### config.mk
export PLATFORM = sky130hd
export DESIGN_NAME = snake_step_ctrl_flat
export DESIGN_NICKNAME = d
export VERILOG_FILES = /design/src/rtl/snake_step_ctrl_if.sv /design/src/rtl/snake_step_ctrl.sv /design/src/flat_wrapper.sv
export SDC_FILE = /design/constraint.sdc
export NUM_CORES = 1
export LEC_CHECK = 0
export ABC_CLOCK_PERIOD_IN_PS = 2700
export BUFFER_PORTS_ARGS = -buffer_cell sky130_fd_sc_hd__clkbuf_2
export CORE_ASPECT_RATIO = 0.6
export CORE_MARGIN = 5
export CORE_UTILIZATION = 45
export DETAILED_ROUTE_END_ITERATION = 10
export PLACE_DENSITY = 0.69
export SYNTH_ARGS = -nofsm -noshare
export SYNTH_HDL_FRONTEND = slang
export SYNTH_SLANG_ARGS = --single-unit
### constraint.sdc
create_clock -name clk -period 2.7 [get_ports clk]
set_input_delay 0.675 -clock clk [delete_from_list [all_inputs] [get_ports clk]]
set_output_delay 0.675 -clock clk [all_outputs]
set_load 0.01 [all_outputs]
### src/rtl/snake_step_ctrl_if.sv
`default_nettype none
// +--------------------------------------------------------------------+
// | snake_step_ctrl_if : raster, button and game-status bundle         |
// | Revision 1.0                                                       |
// +--------------------------------------------------------------------+
interface snake_step_ctrl_if;
   logic [9:0] pos_x;
   logic [9:0] pos_y;
   logic       display_on;
   logic       btn_up;
   logic       btn_down;
   logic       btn_left;
   logic       btn_right;
   logic       btn_start;
   logic [1:0] state;
   logic [5:0] head_x;
   logic [4:0] head_y;
   logic       step;
   logic [9:0] score;
   logic       head_pix;

   modport slave (
      input  pos_x, pos_y, display_on,
      input  btn_up, btn_down, btn_left, btn_right, btn_start,
      output state, head_x, head_y, step, score, head_pix
   );

   modport master (
      output pos_x, pos_y, display_on,
      output btn_up, btn_down, btn_left, btn_right, btn_start,
      input  state, head_x, head_y, step, score, head_pix
   );
endinterface
`default_nettype wire

### src/rtl/snake_step_ctrl.sv
`default_nettype none
// +--------------------------------------------------------------------+
// | snake_step_ctrl : frame-paced head stepping and IDLE/RUN/DEAD FSM  |
// | Revision 1.0                                                       |
// +--------------------------------------------------------------------+
module snake_step_ctrl #(
   parameter int GRID_W          = 40,
   parameter int GRID_H          = 30,
   parameter int CELL_SHIFT      = 4,
   parameter int V_ACTIVE        = 480,
   parameter int FRAMES_PER_STEP = 8,
   parameter int START_X         = 20,
   parameter int START_Y         = 15
) (
   input  wire logic        clk,
   input  wire logic        reset,
   snake_step_ctrl_if.slave bus
);

   localparam int C_FCW = (FRAMES_PER_STEP > 1) ? $clog2(FRAMES_PER_STEP) : 1;
   localparam logic [C_FCW-1:0] c_FC_LAST = C_FCW'(FRAMES_PER_STEP - 1);
   localparam logic [5:0] c_START_X = 6'(START_X);
   localparam logic [4:0] c_START_Y = 5'(START_Y);
   localparam logic [5:0] c_X_MAX   = 6'(GRID_W - 1);
   localparam logic [4:0] c_Y_MAX   = 5'(GRID_H - 1);
   localparam logic [9:0] c_VBLANK  = 10'(V_ACTIVE);
   localparam logic [9:0] c_SC_MAX  = 10'd1023;

   typedef enum logic [1:0] {
      ST_IDLE = 2'd0,
      ST_RUN  = 2'd1,
      ST_DEAD = 2'd2
   } state_t;

   // Encoding chosen so that the reverse of a direction is bit 0 inverted.
   typedef enum logic [1:0] {
      DIR_UP    = 2'd0,
      DIR_DOWN  = 2'd1,
      DIR_LEFT  = 2'd2,
      DIR_RIGHT = 2'd3
   } dir_t;

   state_t           r_state;
   state_t           w_state_nxt;
   dir_t             r_dir;
   dir_t             r_pend;
   dir_t             w_cand;
   logic             w_cand_vld;
   logic             w_accept;
   logic [C_FCW-1:0] r_frame_cnt;
   logic [5:0]       r_head_x;
   logic [4:0]       r_head_y;
   logic [5:0]       w_nx;
   logic [4:0]       w_ny;
   logic             w_oob;
   logic             w_fs;
   logic             w_step_fire;
   logic             w_restart;
   logic             w_pix_hit;
   logic             r_step;
   logic             r_head_pix;
   logic [9:0]       r_score;

   assign w_fs        = (bus.pos_y == c_VBLANK) && (bus.pos_x == 10'd0);
   assign w_step_fire = (r_state == ST_RUN) && w_fs && (r_frame_cnt == c_FC_LAST);
   assign w_pix_hit   = bus.display_on
                        && ((bus.pos_x >> CELL_SHIFT) == {4'd0, r_head_x})
                        && ((bus.pos_y >> CELL_SHIFT) == {5'd0, r_head_y});

   always_comb begin
      w_cand_vld = bus.btn_up | bus.btn_down | bus.btn_left | bus.btn_right;
      w_cand     = DIR_RIGHT;
      if (bus.btn_up)
         w_cand = DIR_UP;
      else if (bus.btn_down)
         w_cand = DIR_DOWN;
      else if (bus.btn_left)
         w_cand = DIR_LEFT;
      w_accept = w_cand_vld && (w_cand != dir_t'({r_dir[1], ~r_dir[0]}));
   end

   always_comb begin
      w_nx  = r_head_x;
      w_ny  = r_head_y;
      w_oob = 1'b0;
      case (r_pend)
         DIR_UP:    if (r_head_y == 5'd0)    w_oob = 1'b1; else w_ny = r_head_y - 5'd1;
         DIR_DOWN:  if (r_head_y == c_Y_MAX) w_oob = 1'b1; else w_ny = r_head_y + 5'd1;
         DIR_LEFT:  if (r_head_x == 6'd0)    w_oob = 1'b1; else w_nx = r_head_x - 6'd1;
         default:   if (r_head_x == c_X_MAX) w_oob = 1'b1; else w_nx = r_head_x + 6'd1;
      endcase
   end

   always_ff @(posedge clk or negedge reset) begin
      if (!reset)
         r_state <= ST_IDLE;
      else
         r_state <= w_state_nxt;
   end

   always_comb begin
      w_state_nxt = r_state;
      w_restart   = 1'b0;
      case (r_state)
         ST_IDLE: if (bus.btn_start) w_state_nxt = ST_RUN;
         ST_RUN:  if (w_step_fire && w_oob) w_state_nxt = ST_DEAD;
         ST_DEAD: begin
            if (bus.btn_start) begin
               w_state_nxt = ST_IDLE;
               w_restart   = 1'b1;
            end
         end
         default: w_state_nxt = ST_IDLE;
      endcase
   end

   always_ff @(posedge clk or negedge reset) begin
      if (!reset) begin
         r_head_x    <= c_START_X;
         r_head_y    <= c_START_Y;
         r_dir       <= DIR_RIGHT;
         r_pend      <= DIR_RIGHT;
         r_frame_cnt <= '0;
         r_step      <= 1'b0;
         r_score     <= '0;
         r_head_pix  <= 1'b0;
      end else begin
         r_step     <= w_step_fire;
         r_head_pix <= w_pix_hit;

         if (r_state != ST_RUN)
            r_frame_cnt <= '0;
         else if (w_fs)
            r_frame_cnt <= (r_frame_cnt == c_FC_LAST) ? '0 : r_frame_cnt + 1'b1;

         if (w_restart) begin
            r_head_x <= c_START_X;
            r_head_y <= c_START_Y;
            r_dir    <= DIR_RIGHT;
            r_pend   <= DIR_RIGHT;
            r_score  <= '0;
         end else if (r_state == ST_RUN) begin
            // Capture is suspended on the step edge so a request is always
            // judged against the direction that is actually committed.
            if (w_step_fire) begin
               r_dir <= r_pend;
               if (!w_oob) begin
                  r_head_x <= w_nx;
                  r_head_y <= w_ny;
                  if (r_score != c_SC_MAX)
                     r_score <= r_score + 10'd1;
               end
            end else if (w_accept) begin
               r_pend <= w_cand;
            end
         end
      end
   end

   assign bus.state    = r_state;
   assign bus.head_x   = r_head_x;
   assign bus.head_y   = r_head_y;
   assign bus.step     = r_step;
   assign bus.score    = r_score;
   assign bus.head_pix = r_head_pix;

endmodule
`default_nettype wire

### src/flat_wrapper.sv
// flat-port wrapper written by rule: the top's interface ports become plain ports
module snake_step_ctrl_flat 
#(
   parameter int GRID_W          = 40,
   parameter int GRID_H          = 30,
   parameter int CELL_SHIFT      = 4,
   parameter int V_ACTIVE        = 480,
   parameter int FRAMES_PER_STEP = 8,
   parameter int START_X         = 20,
   parameter int START_Y         = 15
)
  (clk, reset, bus_pos_x, bus_pos_y, bus_display_on, bus_btn_up, bus_btn_down, bus_btn_left, bus_btn_right, bus_btn_start, bus_state, bus_head_x, bus_head_y, bus_step, bus_score, bus_head_pix);
  snake_step_ctrl_if bus_i ();
  input  wire logic clk;
  input  wire logic reset;
  input wire logic [$bits(bus_i.pos_x)-1:0] bus_pos_x;
  input wire logic [$bits(bus_i.pos_y)-1:0] bus_pos_y;
  input wire logic [$bits(bus_i.display_on)-1:0] bus_display_on;
  input wire logic [$bits(bus_i.btn_up)-1:0] bus_btn_up;
  input wire logic [$bits(bus_i.btn_down)-1:0] bus_btn_down;
  input wire logic [$bits(bus_i.btn_left)-1:0] bus_btn_left;
  input wire logic [$bits(bus_i.btn_right)-1:0] bus_btn_right;
  input wire logic [$bits(bus_i.btn_start)-1:0] bus_btn_start;
  output wire logic [$bits(bus_i.state)-1:0] bus_state;
  output wire logic [$bits(bus_i.head_x)-1:0] bus_head_x;
  output wire logic [$bits(bus_i.head_y)-1:0] bus_head_y;
  output wire logic [$bits(bus_i.step)-1:0] bus_step;
  output wire logic [$bits(bus_i.score)-1:0] bus_score;
  output wire logic [$bits(bus_i.head_pix)-1:0] bus_head_pix;
  assign bus_i.pos_x = bus_pos_x;
  assign bus_i.pos_y = bus_pos_y;
  assign bus_i.display_on = bus_display_on;
  assign bus_i.btn_up = bus_btn_up;
  assign bus_i.btn_down = bus_btn_down;
  assign bus_i.btn_left = bus_btn_left;
  assign bus_i.btn_right = bus_btn_right;
  assign bus_i.btn_start = bus_btn_start;
  assign bus_state = bus_i.state;
  assign bus_head_x = bus_i.head_x;
  assign bus_head_y = bus_i.head_y;
  assign bus_step = bus_i.step;
  assign bus_score = bus_i.score;
  assign bus_head_pix = bus_i.head_pix;
  snake_step_ctrl #(.GRID_W(GRID_W), .GRID_H(GRID_H), .CELL_SHIFT(CELL_SHIFT), .V_ACTIVE(V_ACTIVE), .FRAMES_PER_STEP(FRAMES_PER_STEP), .START_X(START_X), .START_Y(START_Y)) u_core (.clk(clk), .reset(reset), .bus(bus_i));
endmodule
# [After elaboration in Yosys (flattened, before gate mapping)]
# Cells that the tools add are included.
[totals] reg_bits=32 latch_bits=0 ram_bits=0 romBits=0 inputBits=28 output_inout_bits=25 elab_cells=110 n_memories=0
[classes] addsub=6 mul=0 n_div=0 n_lt_le_gt_ge=0 eq_ne=23 n_shift=0 mux=43 bitwise_logic=4 reduce_logical=25
[ops] op="10-bit 2-to-1 mux" n=5
[ops] op="6-bit 2-to-1 mux" n=6
[ops] op="5-bit 2-to-1 mux" n=6
[ops] op="2-bit 2-to-1 mux" n=12
[ops] op="3-bit by 2-bit != test with 1-bit output (second input constant)" n=4
[ops] op="6-bit one-hot mux with 2 select lines" n=1
[ops] op="6-bit AND reduction" n=2
[ops] op="10-bit by 1-bit adder with 10-bit output (second input constant)" n=1
[ops] op="10-bit by 9-bit == test with 1-bit output (second input constant)" n=1
[ops] op="10-bit logical NOT" n=1
[ops] op="10-bit != test (second input constant)" n=1
[ops] op="2-bit != test (second input constant)" n=5
[ops] op="5-bit one-hot mux with 2 select lines" n=1
[ops] op="2-bit nonzero test" n=5
[ops] op="3-bit 2-to-1 mux" n=3
[ops] op="1-bit logical AND" n=7
[ops] op="1-bit 2-to-1 mux" n=7
[ops] op="6-bit by 1-bit adder with 6-bit output (second input constant)" n=1
[ops] op="6-bit by 5-bit == test with 1-bit output" n=1
[ops] op="6-bit == test" n=1
[ops] op="6-bit == test (second input constant)" n=1
[ops] op="6-bit logical NOT" n=1
[ops] op="2-bit one-hot mux with 3 select lines" n=1
[ops] op="3-bit AND reduction" n=2
[ops] op="other kinds (19)" n=25

# [Logic depth before layout (Yosys ltp)]
[depth] depth_word=9 ltp_mapped=10 ltp_nobuf=10

# [Worst setup path before layout]
# No wires, ideal clock.
[synth_timing] path_type="input to register" startpoint="input port bus_pos_y[1]" endpoint="register u_core.r_score[3] (netlist: u_core.bus.score[3])" setup_ns=0.078 arrival_ns=2.354 required_time_ns=2.622 slack_ns=0.268 cell_stages=6 path_buffers=1 path_cell_list="or4b_4 -> nor4_4 -> nand3_4 -> buf_6 -> or3_1 -> a21oi_1"
[synth_via] elab_chain_cells=6
[synth_rtl] element="from (decl)" line="flat_wrapper.sv:17" source="input wire logic [$bits(bus_i.pos_y)-1:0] bus_pos_y;"
[synth_rtl] element="10-bit by 9-bit == test with 1-bit output" line="snake_step_ctrl.sv:64" source="assign w_fs = (bus.pos_y == c_VBLANK) && (bus.pos_x == 10'd0);"
[synth_rtl] element="1-bit logical AND" line="snake_step_ctrl.sv:64"
[synth_rtl] element="1-bit logical AND (2 in series)" line="snake_step_ctrl.sv:65" source="assign w_step_fire = (r_state == ST_RUN) && w_fs && (r_frame_cnt == c_FC_LAST);"
[synth_rtl] element="via u_core.w_step_fire" line="snake_step_ctrl.sv:57" source="logic w_step_fire;"
[synth_rtl] element="2-bit nonzero test (no line)"
[synth_rtl] element="4-bit AND reduction (no line)"
[synth_rtl] element="to (signal assigned)" line="snake_step_ctrl.sv:151" source="r_score <= r_score + 10'd1;"
[synth_rtl] element="to (decl)" line="snake_step_ctrl.sv:62" source="logic [9:0] r_score;"
# The timed path passes the listed nets, and every way through them passes these cells.
# A chain may end at the register's enable or synchronous reset.

# [Worst setup path after layout]
[layout_timing] startpoint="register u_core.r_pend[0]" endpoint="register u_core.r_head_y[4] (netlist: u_core.bus.head_y[4])"
[layout_via] elab_chain_cells=6 word_cells_on_any_way=14 classes_between="eq/ne (5); mux (6); reduce/logical (3)"
[layout_rtl] element="from (decl)" line="snake_step_ctrl.sv:46" source="dir_t r_pend;"
[layout_rtl] element="from (signal assigned)" line="snake_step_ctrl.sv:154" source="r_pend <= w_cand;"
[layout_rtl] element="2-bit by 1-bit == test with 1-bit output or 2-bit logical NOT (tied branches)" line="snake_step_ctrl.sv:86" source="case (r_pend)"
[layout_rtl] element="5-bit one-hot mux with 2 select lines" line="snake_step_ctrl.sv:86"
[layout_rtl] element="5-bit 2-to-1 mux" line="snake_step_ctrl.sv:147" source="if (!w_oob) begin"
[layout_rtl] element="5-bit 2-to-1 mux" line="snake_step_ctrl.sv:145" source="if (w_step_fire) begin"
[layout_rtl] element="5-bit 2-to-1 mux" line="snake_step_ctrl.sv:142" source="end else if (r_state == ST_RUN) begin"
[layout_rtl] element="5-bit 2-to-1 mux" line="snake_step_ctrl.sv:136" source="if (w_restart) begin"
[layout_rtl] element="to (signal assigned)" line="snake_step_ctrl.sv:120" source="r_head_y <= c_START_Y;"
[layout_rtl] element="to (signal assigned)" line="snake_step_ctrl.sv:138" source="r_head_y <= c_START_Y;"
[layout_rtl] element="to (signal assigned)" line="snake_step_ctrl.sv:149" source="r_head_y <= w_ny;"
[layout_rtl] element="to (decl)" line="snake_step_ctrl.sv:52" source="logic [4:0] r_head_y;"
# Parallel ways exist; a longest one is shown, timed or not. The select of a mux whose other input is x is not followed.

==> metrics.log <==
[metrics] most frequent standard cell in the layout excluding fill and tap cells: sky130_fd_sc_hd__clkbuf_2
[metrics] Die ar.: approximately 6300 um2
[metrics] leakage power of the design: between 0.001 and 0.0015 uW
[metrics] largest incremental delay on the critical path: 630 ps
[metrics] final critical-path share of the clock period: 0.895
[metrics] Reg-to-Reg Start: u_core.r_pend[0]
[metrics] maximum resistive drop on vdd: 0.195 mV
[metrics] crit path cell chain: nand2_1 -> ha_1 -> nor2b_1 -> o21a_1 -> or3_1 -> a211oi_1 -> xnor2_1 -> nor2_1
[metrics] drt via density: approximately 5.4
[metrics] clk buf depth: 2
[metrics] Worst R2R Setup Slack: ~280 ps
[metrics] Core Rows: 19
[metrics] clock network fraction of total power: 0.431
[metrics] wire length of the first global-routing pass: just under 9000 um
[metrics] met2 capacity usage during global routing: 0.264
[metrics] Tightest Pin Transition: around 810 ps
[metrics] portion of total power attributed to sequential cells: 0.459
[metrics] crit-path leading delay family: simple AND/OR/NAND/NOR gates
[metrics] worst clock skew: between 4 and 5 ps
[metrics] worst slack, placed: about 120 ps
[metrics] number of pins with negative max-slew slack in the final report: 0
[metrics] worst r2r dst: u_core.bus.head_y[4]
[metrics] area of the multi-input gates: 1260 um2
[metrics] Total GRT Usage: 0.177
[metrics] worst-path fanout max: 9
[metrics] vias post-DR: 1890
[metrics] DRC viols: 0
[metrics] setup TNS: 0 ps
[metrics] total net switching power: 263 uW
[metrics] Post-CTS Setup Bufs: 0
[metrics] post-route minimum period: roughly 2400 ps
[metrics] clock buffers created by TritonCTS: 5
[metrics] status: finished, final reports clean
[metrics] number of instances in the synthesized netlist: ~230
[metrics] number of nets still failing antenna checks after routing: 0
[metrics] crit path DAT: between 2000 and 3000 ps
[metrics] Post-Place Cell Area: approximately 2500 um2
[metrics] Worst Hold Slack: about 470 ps
[metrics] number of sinks handled by clock tree synthesis: 32
[metrics] number of antenna violations at the first check in global routing: 0
[metrics] number of global-route vias before repair: ~1.9k
[metrics] most used flip-flop cell after synthesis: sky130_fd_sc_hd__dfrtp_1
[metrics] count of inserted antenna diode cells: 0
[metrics] drt total wl: about 5200 um
[metrics] number of instances resized during post-cts repair: 0
[metrics] register cell area after layout: around 800 um2
[metrics] CTS H-tree depth: 2
[metrics] DRC marker count from the first detailed-route iteration: between 60 and 70
[metrics] max-slew headroom at the worst pin: 0.462
[metrics] met1 Usage GRT: 0.244
[metrics] number of top-level pins: 53
[metrics] critical path startpoint category: flip-flop
[metrics] GR Util met3: 0.0463
[metrics] Synth-to-Final Area Change: 21.7%
[metrics] switching power share of the total: 0.245
[metrics] most used cells in the layout excluding fill and tap cells: 52 x sky130_fd_sc_hd__clkbuf_2, 22 x sky130_fd_sc_hd__nor2_1, 22 x sky130_fd_sc_hd__dfrtp_1
[metrics] f_max: 0.414 GHz
[metrics] largest net degree at the start of global routing: 33
[metrics] die outline height: between 60 and 70 um
[metrics] critical path start-end classification: reg -> reg
[metrics] required time at the endpoint of the critical path: approximately 2900 ps
[metrics] Synth async-reset ratio: 1.00
[metrics] Worst Path Buf+Inv: 0
[metrics] final core utilization: 0.567
[metrics] number of inserted filler cells in the final layout: 427
[metrics] dominant cells by area after synthesis: sky130_fd_sc_hd__dfrtp_1 26%, sky130_fd_sc_hd__dfstp_2 12%, sky130_fd_sc_hd__xnor2_1 7.0%, sky130_fd_sc_hd__ha_1 5.9%, sky130_fd_sc_hd__mux2i_1 4.7%
[metrics] ratio of total power to cell area: 414 nW/um2
[metrics] Initial Utilization: 0.466
[metrics] first-pass iteration count of the detailed router: 4
[metrics] grt peak-use layer: met2
[metrics] total of hold buffers inserted after clock tree synthesis: 0
[metrics] post-layout worst setup margin: between 200 and 300 ps
[metrics] clock-pin slew reported for the worst setup and hold paths after clock tree synthesis: 70 ps
[metrics] source-to-sink clock delay at the later pin of the worst-skew pair: slightly below 300 ps
[metrics] EDFF count, synth: 0
[metrics] setup-violating endpoint count in the final report: 0
[metrics] setup repair after global routing missed its margin: no
[metrics] number of endpoints with negative hold slack in the final report: 0
[metrics] number of buffer cells added on primary ports: between 50 and 60
[metrics] Max Cap Viol: 0
[metrics] horizontal extent of the die: around 99 um
[metrics] cell area after layout: 2600 um2
[metrics] sequential fraction of the synthesis area: 0.381
[metrics] TritonCTS clock tree: done
[metrics] net count of the finished layout: around 320
[metrics] highest-delay cell along the critical path: sky130_fd_sc_hd__dfstp_2
[metrics] Ys Warns: 0
[metrics] master cell of the clock root buffer: sky130_fd_sc_hd__clkbuf_8
[metrics] layout cells sized above 1: 0.288
[metrics] Cell Int Power: roughly 810 uW
[metrics] post-DR wirelength/cell: 15.0 um
[metrics] Hold Path Class: in -> async
[metrics] flip-flop and latch count after synthesis: 32
[metrics] remaining global-route overflow: 0
[metrics] combinational share of power: 0.110
[metrics] distinct cell type count of the synthesized netlist: 47
[metrics] area leader, netlist: sky130_fd_sc_hd__dfrtp_1
[metrics] worst r2r path cells: 8
[metrics] final estimated routing congestion in global placement: around 0.8
[metrics] Core Area: 4590 um2
[metrics] Synth Net Count: about 270
[metrics] HPWL after DPL: approximately 4000 um
[metrics] Post-Synthesis Cell Area: around 2100 um2
[metrics] share of Yosys cell area claimed by the top area cell type: 0.258
[metrics] mean instance size in the synthesized netlist: roughly 9.5 um2
[metrics] Critical Path End Type: flip-flop
[through the flow]
stage,power (uW),std cells
finish,1080,348
detailed placement,620,340
floorplan,569,225
CTS,1090,348
global route,1130,348
global placement,617,340
[logic make-up (layout without fill, tap and decap cells)]
family          count (synthesis)  count (layout)  share of synthesized area
mux                            11              11                     0.0521
compound gates                 43              43                      0.123
flops                          32              32                      0.381
xor+xnor                       21              21                     0.0861
buf+inv                        14              74                     0.0287
simple gates                   92              92                      0.252
fa+ha+maj                      12              12                     0.0773
[worst max path at each step]
stage / startpoint / endpoint / slack, ps / cells after the start
6_report: u_core.r_pend[0] / u_core.bus.head_y[4] / 280 / 8
5_1_grt: u_core.r_pend[1] / u_core.bus.head_x[5] / 160 / 10
4_1_cts: u_core.r_pend[1] / u_core.bus.head_y[4] / 300 / 9
3_5_place_dp: bus_pos_y[9] / u_core.bus.head_x[4] / 120 / 7
3_3_place_gp: bus_pos_y[9] / u_core.bus.score[9] / 160 / 7
2_1_floorplan: bus_pos_y[1] / u_core.bus.score[3] / 270 / 6
[flip-flops by register name (all words and copies together) (netlist names)]
register and cells:
u_core.bus.head_pix 1, u_core.bus.head_x 6, u_core.bus.head_y 5, u_core.bus.score 10
u_core.bus.state 2, u_core.bus.step 1, u_core.r_dir 2, u_core.r_frame_cnt 3
u_core.r_pend 2
[synth_stat cells, drive strengths merged (2+ instances only)]
master	n
a21o	4
nand2b	2
nor2	22
inv	8
o31ai	5
nor3	4
nor4	6
dfstp	10
xor2	4
nor3b	2
and2	2
nor4b	4
o21ai	10
dfrtp	22
or3	7
or4	6
xnor2	17
clkbuf	3
nor2b	2
buf	3
ha	10
mux2i	10
nand2	15
a21oi	17
fa	2
nand3	8
nand4	8
[final cells by class]
type / instances / share of cell area
flip-flops and latches: 32 / 0.313
repair buffers: 58 / 0.117
multi-input cells: 179 / 0.485
well taps: 63 / 0.0303
inverters: 8 / 0.0115
clock inverters: 3 / 0.0164
clock buffers: 5 / 0.0265
[power groups by stage]
stage | Combinational (uW) | Sequential, uW | Clock, uW
detailed placement | 118 | 501 | 0
global placement | 116 | 501 | 0
finish | 118 | 493 | 464
global route | 132 | 493 | 505
CTS | 119 | 493 | 480
floorplan | 72.8 | 496 | 0
[metal layers]
metal	vias up	share of wire
met4	0	0.023
met1	900	0.49
met5	-	0
li1	937	-
met3	11	0.053
met2	42	0.44
No activity file was read; power rests on OpenSTA's default activity.
